`src/rtl/ahb_pkg.sv`:
```
// Shared AHB types and helpers for the bus arbiter and slave-side logic.
package ahb_pkg;

    localparam int unsigned AHB_MAX_NUM_MASTERS = 4;

    typedef enum logic [1:0] {
        IDLE   = 2'd0,
        BUSY   = 2'd1,
        NONSEQ = 2'd2,
        SEQ    = 2'd3
    } htrans_e;

    typedef enum logic [2:0] {
        SINGLE = 3'd0,
        INCR   = 3'd1,
        WRAP4  = 3'd2,
        INCR4  = 3'd3,
        WRAP8  = 3'd4,
        INCR8  = 3'd5,
        WRAP16 = 3'd6,
        INCR16 = 3'd7
    } hburst_e;

    typedef enum logic [1:0] {
        OKAY  = 2'd0,
        ERROR = 2'd1,
        RETRY = 2'd2,
        SPLIT = 2'd3
    } hresp_e;

    typedef enum logic [1:0] {
        ARB   = 2'd0,
        BURST = 2'd1,
        LOCK  = 2'd2
    } arb_state_e;

    // Beat count of a fixed-length burst; SINGLE and INCR report 1.
    function automatic logic [4:0] burst_len(hburst_e b);
        case (b)
            WRAP4,  INCR4:  return 5'd4;
            WRAP8,  INCR8:  return 5'd8;
            WRAP16, INCR16: return 5'd16;
            default:        return 5'd1;
        endcase
    endfunction

endpackage

```
`src/rtl/ahb_rr_picker.sv`:
```
// Combinational round-robin picker: first requester after ptr, wrapping modulo N.
module ahb_rr_picker #(
    parameter int unsigned N  = 4,
    parameter int unsigned IW = $clog2(N)
) (
    input  logic [N-1:0]  req,
    input  logic [IW-1:0] ptr,
    output logic [N-1:0]  gnt_c,
    output logic [IW-1:0] idx_c,
    output logic          valid_c
);

    logic [IW-1:0] cand_idx;

    always_comb begin
        gnt_c    = '0;
        idx_c    = '0;
        valid_c  = 1'b0;
        cand_idx = '0;
        for (int unsigned i = 1; i <= N; i++) begin
            cand_idx = IW'((32'(ptr) + i) % N);
            if (!valid_c && req[cand_idx]) begin
                valid_c         = 1'b1;
                idx_c           = cand_idx;
                gnt_c[cand_idx] = 1'b1;
            end
        end
    end

endmodule

```
`src/rtl/ahb_arbiter.sv`:
```
// AHB bus arbiter: round-robin grant that holds the bus across fixed bursts and locked sequences.
module ahb_arbiter
    import ahb_pkg::*;
#(
    parameter int unsigned NUM_MASTERS    = AHB_MAX_NUM_MASTERS,
    parameter int unsigned DEFAULT_MASTER = 0,
    parameter int unsigned MW             = $clog2(NUM_MASTERS)
) (
    input  logic                   hclk,
    input  logic                   hresetn,
    input  logic [NUM_MASTERS-1:0] hbusreq,
    input  logic [NUM_MASTERS-1:0] hlock,
    input  logic [1:0]             htrans,
    input  logic [2:0]             hburst,
    input  logic                   hready,
    input  logic [1:0]             hresp,
    output logic [NUM_MASTERS-1:0] hgrant,
    output logic [MW-1:0]          hmaster,
    output logic                   hmastlock
);

    localparam logic [NUM_MASTERS-1:0] DEF_GNT = NUM_MASTERS'(1) << DEFAULT_MASTER;
    localparam logic [MW-1:0]          DEF_IDX = MW'(DEFAULT_MASTER);

    arb_state_e             state_q, state_d;
    logic [3:0]             remaining_q, remaining_d;
    logic [NUM_MASTERS-1:0] hgrant_q, hgrant_d;
    logic [MW-1:0]          gnt_idx_q, gnt_idx_d;
    logic [MW-1:0]          rr_ptr_q, rr_ptr_d;
    logic [MW-1:0]          hmaster_q, hmaster_d;
    logic                   hmastlock_q, hmastlock_d;

    logic                   arb_en_c;
    logic                   owner_lock_c;
    htrans_e                trans_c;
    logic [NUM_MASTERS-1:0] pick_gnt_c;
    logic [MW-1:0]          pick_idx_c;
    logic                   pick_valid_c;

    ahb_rr_picker #(
        .N  (NUM_MASTERS),
        .IW (MW)
    ) u_picker (
        .req     (hbusreq),
        .ptr     (rr_ptr_q),
        .gnt_c   (pick_gnt_c),
        .idx_c   (pick_idx_c),
        .valid_c (pick_valid_c)
    );

    // Ownership FSM; arb_en_c opens the grant one beat before a burst ends.
    always_comb begin
        state_d      = state_q;
        remaining_d  = remaining_q;
        arb_en_c     = 1'b0;
        trans_c      = htrans_e'(htrans);
        owner_lock_c = hlock[hmaster_q];
        case (state_q)
            ARB: begin
                arb_en_c = 1'b1;
                if (hready && trans_c == NONSEQ) begin
                    if (owner_lock_c) begin
                        state_d = LOCK;
                    end else if (burst_len(hburst_e'(hburst)) > 5'd1) begin
                        state_d     = BURST;
                        remaining_d = 4'(burst_len(hburst_e'(hburst)) - 5'd1);
                    end
                end
            end
            BURST: begin
                if (hready) begin
                    case (trans_c)
                        SEQ: begin
                            remaining_d = remaining_q - 4'd1;
                            arb_en_c    = (remaining_q == 4'd2);
                            if (remaining_q <= 4'd1) begin
                                state_d     = ARB;
                                remaining_d = 4'd0;
                            end
                        end
                        IDLE, NONSEQ: begin
                            state_d     = ARB;
                            remaining_d = 4'd0;
                        end
                        default: ;
                    endcase
                end else if (hresp == 2'(ERROR)) begin
                    state_d     = ARB;
                    remaining_d = 4'd0;
                end
            end
            LOCK: begin
                if (!owner_lock_c) begin
                    arb_en_c = 1'b1;
                    if (hready) begin
                        state_d = ARB;
                    end
                end
            end
            default: state_d = ARB;
        endcase
    end

    // Grant and address-phase owner; hmaster trails hgrant by one accepted cycle.
    always_comb begin
        hgrant_d    = hgrant_q;
        gnt_idx_d   = gnt_idx_q;
        rr_ptr_d    = rr_ptr_q;
        hmaster_d   = hmaster_q;
        hmastlock_d = hmastlock_q;
        if (hready) begin
            hmaster_d   = gnt_idx_q;
            hmastlock_d = hlock[gnt_idx_q];
            if (arb_en_c) begin
                if (pick_valid_c) begin
                    hgrant_d  = pick_gnt_c;
                    gnt_idx_d = pick_idx_c;
                    rr_ptr_d  = pick_idx_c;
                end else begin
                    hgrant_d  = DEF_GNT;
                    gnt_idx_d = DEF_IDX;
                end
            end
        end
    end

    always_ff @(posedge hclk or negedge hresetn) begin
        if (!hresetn) begin
            state_q     <= ARB;
            remaining_q <= 4'd0;
            hgrant_q    <= DEF_GNT;
            gnt_idx_q   <= DEF_IDX;
            rr_ptr_q    <= DEF_IDX;
            hmaster_q   <= DEF_IDX;
            hmastlock_q <= 1'b0;
        end else begin
            state_q     <= state_d;
            remaining_q <= remaining_d;
            hgrant_q    <= hgrant_d;
            gnt_idx_q   <= gnt_idx_d;
            rr_ptr_q    <= rr_ptr_d;
            hmaster_q   <= hmaster_d;
            hmastlock_q <= hmastlock_d;
        end
    end

    assign hgrant    = hgrant_q;
    assign hmaster   = hmaster_q;
    assign hmastlock = hmastlock_q;

endmodule

```
`config.mk`:
```
export PLATFORM = sky130hd
export DESIGN_NAME = ahb_arbiter
export DESIGN_NICKNAME = d
export VERILOG_FILES = /design/src/rtl/ahb_pkg.sv /design/src/rtl/ahb_rr_picker.sv /design/src/rtl/ahb_arbiter.sv
export SDC_FILE = /design/constraint.sdc
export NUM_CORES = 1
export LEC_CHECK = 0
export BUFFER_PORTS_ARGS = -buffer_cell sky130_fd_sc_hd__buf_2
export CORE_MARGIN = 2
export CORE_UTILIZATION = 40
export DETAILED_ROUTE_END_ITERATION = 8
export GPL_ROUTABILITY_DRIVEN = 0
export PLACE_DENSITY = 0.63
export SLEW_MARGIN = 20
export SYNTH_ARGS = -nofsm -noshare
export SYNTH_HDL_FRONTEND = slang
export SYNTH_SLANG_ARGS = --single-unit
export TNS_END_PERCENT = 20
```
`constraint.sdc`:
```
create_clock -name hclk -period 2.4 [get_ports hclk]
set_clock_uncertainty 0.1 [all_clocks]
set_input_delay 0.12 -clock hclk [delete_from_list [all_inputs] [get_ports hclk]]
set_output_delay 0.12 -clock hclk [all_outputs]
set_load 0.02 [all_outputs]
```
== After elaboration in Yosys (flattened, before gate mapping) ==
Cells that the tools add are included.
Storage, ports and cells
  input bits: 18
  output and inout bits: 7
  flip-flop bits (word level): 17
  logic and storage cells: 135
Cells by class
  add/subtract/negate cells: 6
  equality and inequality tests: 21
  $lt $le $gt $ge: 12
  mux-type cells: 64
  bitwise logic cells: 3
  reductions and logical operators: 22
Operators with widths (number)
  two-way mux 4 bit: 15
  two-way mux 2 bit: 13
  < comparator 2 x 3 -> 1 bit (second input constant): 6
  two-way mux 1 bit: 17
  case mux 4 bit (2 select lines): 2
  two-way mux 5 bit: 3
  case mux 5 bit (3 select lines): 1
  binary-select mux 1 bit (select 2 bit): 6
  == test 3 bit (second input constant): 4
  bitwise OR 4 bit: 3
  inequality test 2 bit (second input constant): 5
  demux 1 bit (select 2 bit): 4
  >= comparator 2 x 1 -> 1 bit (second input constant): 4
  logical AND 1 bit: 8
  OR reduction 2 bit: 4
  subtractor 4 x 1 -> 4 bit (second input constant): 2
  AND reduction 7 bit: 1
  == test 2 bit (second input constant): 3
  == test 3 x 2 -> 1 bit (second input constant): 2
  inequality test 3 bit (second input constant): 2
  case mux 2 bit (3 select lines): 1
  AND reduction 6 bit: 1
  greater-than comparator 5 x 1 -> 1 bit (second input constant): 1
  adder 2 x 1 -> 2 bit (second input constant): 2
  13 further kinds: 18

== Longest topological paths before layout ==
  depth in word-level cells: 16
  gate-level depth with buffers: 9
  gate-level depth less buffers: 7

== By module ==
Synthesis repeated with hierarchy kept, for this count alone.
Second synthesis, totals
  cell total of the unflattened synthesis: 161
  area, all modules: 1625.3 sq um
By module, submodules not included
  ahb_arbiter: area each 1099.8 sq um, sequential area each 426.7 sq um, cells each 93, instances 1
  ahb_rr_picker: area each 525.5 sq um, sequential area each 0.0 sq um, cells each 68, instances 1

== Worst setup path after synthesis ==
No wires, ideal clock.
  path kind: reg-to-reg
  start point: register rr_ptr_q[0]
  end point: register hgrant_q[2] (netlist: hgrant[2])
  required time: 2.167 ns
  arrival time: 2.302 ns
  clock period less this slack: 2.534 ns
  path buffers: 2
  cell stages (with the launch flop): 10
  library setup time: 0.133 ns
  path slack: -0.134 ns
  cells stage by stage: dfrtp_1 buf_2 inv_1 ha_1 clkbuf_1 mux4_2 nor2b_1 a221o_1 a22oi_1 o21ai_0
Between the ends
  cells in the longest elaborated chain, start to end: 14
  elaborated cells between the ends (all ways): 50
  classes of those cells: add/sub (4); order compare (8); mux (25); bitwise (3); reduce/logical (10)
RTL lines
  from (decl): line ahb_arbiter.sv:29  | logic [MW-1:0] rr_ptr_q, rr_ptr_d;
  from (signal assigned): line ahb_arbiter.sv:141  | rr_ptr_q <= rr_ptr_d;
  branches (longest 13 deep; another with < comparator 2 x 3 -> 1 bit)
  two-way mux 4 bit (*): line ahb_arbiter.sv:115  | if (pick_valid_c) begin
  to (signal assigned): line ahb_arbiter.sv:139  | hgrant_q <= hgrant_d;
  to (decl): line ahb_arbiter.sv:27  | logic [NUM_MASTERS-1:0] hgrant_q, hgrant_d;
Mark *: on every way between the ends. The select of a mux whose other input is x is not followed.
A chain may end at the register's enable or synchronous reset.

== Final worst setup path ==
  start point: register hmaster_q[0] (netlist: hmaster[0])
  end point: register remaining_q[3]
Between the ends
  cells in the longest elaborated chain, start to end: 4
RTL lines
  from (decl): line ahb_arbiter.sv:30  | logic [MW-1:0] hmaster_q, hmaster_d;
  from (signal assigned): line ahb_arbiter.sv:142  | hmaster_q <= hmaster_d;
  binary-select mux 1 bit (select 2 bit): line ahb_arbiter.sv:57  | owner_lock_c = hlock[hmaster_q];
  two-way mux 1 bit (not written as such): line ahb_arbiter.sv:57
  inequality test 2 bit (no line)
  AND reduction 6 bit (no line)
  to (signal assigned): line ahb_arbiter.sv:138  | remaining_q <= remaining_d;
  to (decl): line ahb_arbiter.sv:26  | logic [3:0] remaining_q, remaining_d;
Every way passes these cells. The select of a mux whose other input is x is not followed.

==> results.md <==
* Worst-Skew Late Latency at 290 ps
* Reg clk slew, reported paths at ~110 ps
* Peak supply drop at between 0.4 and 0.5 mV
* Post-DP HPWL at 2450 um
* Synth top area cells: dfrtp_1 (29%), ha_1 (8.2%), mux4_2 (6.6%)
* Final setup fails at 0
* Syn. warnings at 0
* Most frequent cells in the layout: buf_2 (23), dfrtp_1 (16), o21ai_0 (15), nand2_1 (12)
* Layout cells sized above 1 at 25.9%
* First-pass GRT wire length at 5530 um
* CP endpoint kind: flip-flop
* Diode count at 0
* Startpoint Class: flip-flop
* Critical path class: flip-flop to flip-flop
* CTS tree: built
* Final Power at approximately 0.0018 W
* Leading area contributor after synthesis: dfrtp_1
* Die ar. at a little under 4000 um2
* CP required at ~2500 ps
* RSZ-0062 raised after global routing: false
* Final hold violation count at 0
* Iteration-0 DRC Markers at 51
* Mapped cell area at between 1000 and 1500 um2
* Power per Cell Area at 1160 nW/um2
* Fin worst setup slack at 134 ps
* Max Fclk at 441 MHz
* # rows at 21
* Setup bufs post-CTS at 0
* Avg Vias per Cell at 5.59
* Final net count at ~200
* Fin. max-slew vios at 0
* Layout area overhead at 15.5%
* Distinct cells, synth at 42
* H-tree lvl count at 1
* CP max FO at 7
* Largest net degree at the start of global routing at 18
* Status: finished, final reports clean
* Final setup TNS at 0 ps
* Lkg Pwr at about 0.70 nW
* Number of global-route vias before repair at 1273
* Syn Inst Count at 149
* Clock sink count at 17
* Die Ht at 62.6 um
* DIE WIDTH at about 63 um
* Core box area at 3310 um2
* CTS max path bufs at 2
* Routed Antenna Nets at 0
* Hold crit path type: primary input to flip-flop
* Synth top area share at between 20% and 30%
* Slew HR at 63.4%
* Drt wl/cell at 14.3 um
* Worst Max-Slew Pin Slew at approximately 540 ps
* Critical Path AT at 2330 ps
* Final period util at 94.4%
* TritonCTS buffer count at 3
* Initial antenna violation count at 0
* Syn Area/Cell at 9.21 um2
* Pre-antenna DRT Iters at 4
* DRC errors left at 0
* Register area share after synthesis at slightly above 30%
* Io pins at 25
* Most common cell after layout, fill and taps aside: buf_2
* Maximum capacitance violations at 0
* Clk root buf: clkbuf_4
* Routed Wire Length at ~3200 um
* Final min period at 2270 ps
* Syn Nets at ~180
* Via Count at 1229
* Tot GR Track Use at 17.4%
* Initial core utilization at 41.5%
* I/O Buffers at 23
* Grt total ovfl at 0
* #FFs+latches synth at 17
* Post-Place Worst Slack at 171 ps
## cell usage after synthesis (all sizes together)
master	count
nor3	2
mux2i	5
dfstp	1
o22ai	1
o311a	2
or4	1
and3	1
inv	9
dfrtp	16
o21ai	16
nor2b	3
or2b	1
clkbuf	6
o31ai	2
nand3b	3
mux2	4
and4b	1
nor3b	3
mux4	4
a31oi	1
o41ai	2
a21oi	7
a32oi	1
a221oi	3
or2	1
nand2	12
a21o	1
o211ai	1
nor4	2
nand3	2
a22oi	3
ha	9
nand4	1
nor2	9
nand2b	4
o311ai	1
a211oi	2
buf	2
a221o	4
## through the flow
step | area, um2 | util (%) | hold WS, ps | instances
final | 1590 | 47.9 | 60.0 | 220
after global routing | 1590 | 47.9 | 52.5 | 220
after CTS | 1580 | 47.8 | 51.8 | 220
after detailed placement | 1540 | 46.6 | -33.1 | 215
after global placement | 1540 | 46.6 | -44.8 | 215
after floorplan | 1380 | - | -276 | 149
## logic make-up (layout without fill, tap and decap cells)
kind of cell             after synthesis  in the layout  synth area share (%)
flip-flops                            17             17                  31.1
AO/OA/AOI/OAI                         47             47                  23.9
buffers and inverters                 17             42                  5.29
multiplexers                          13             13                  13.5
AND/OR/NAND/NOR                       46             46                  18.0
adder cells (fa/ha/maj)                9              9                  8.20
## flip-flops by register name (all words and copies together) (netlist names)
signal,cells
gnt_idx_q,2
state_q,2
rr_ptr_q,2
hmastlock,1
hmaster,2
hgrant,4
remaining_q,4
## layout make-up
cell class                 instances  area [um2]
inverter                           9        33.8
sequential                        17         427
tap                               46        57.6
fill                             348        1730
clock buffer                       3        22.5
clock inverter                     1        5.00
timing repair buffer              29         163
multi-input combinational        115         877
## what timing repair did
item / CTS / global route
hold endpoints to repair: 17 / 0
hold buffers: 1 / 0
endpoints found under the setup margin: 0 / 1
gates resized for setup: 0 / 1
## where the power goes
part           total [W]  switching, W  leakage (nW)  internal [W]
Clock           0.000153     0.0000907        0.0177     0.0000619
Combinational    0.00114      0.000631         0.473      0.000507
Sequential      0.000540      0.000113         0.208      0.000427
## final timing paths
kind	cells past startpoint	endpoint	start	slack [ps]
min in group asynchronous	2	rr_ptr_q[1]$_DFFE_PN0P_	hresetn	170
setup / recovery	5	remaining_q[3]$_DFFE_PN0P_	hmaster[0]$_DFFE_PN0P_	130
max in group asynchronous	2	hgrant[0]$_DFFE_PN1P_	hresetn	1720
hold / removal	3	state_q[1]$_DFFE_PN0P_	htrans[1]	60
setup reg to reg	5	remaining_q[3]$_DFFE_PN0P_	hmaster[0]$_DFFE_PN0P_	130
hold reg to reg	2	hgrant[2]$_DFFE_PN0P_	hgrant[2]$_DFFE_PN0P_	390
## metal layers
layer	wire [um]	vias up	GRT usage [%]
met3	58	2	1.98
li1	-	612	-
met1	1340	601	20.3
met2	1720	14	32.3
met4	26	0	6.67
met5	0	-	0
## worst max-delay path, cell delays in order, from the launching register on
cell,delay (ps)
dfrtp_1,400
mux4_2,550
or4_4,550
a21oi_4,250
mux2i_1,210
nand2_1,70
No activity file was read; power rests on OpenSTA's default activity.
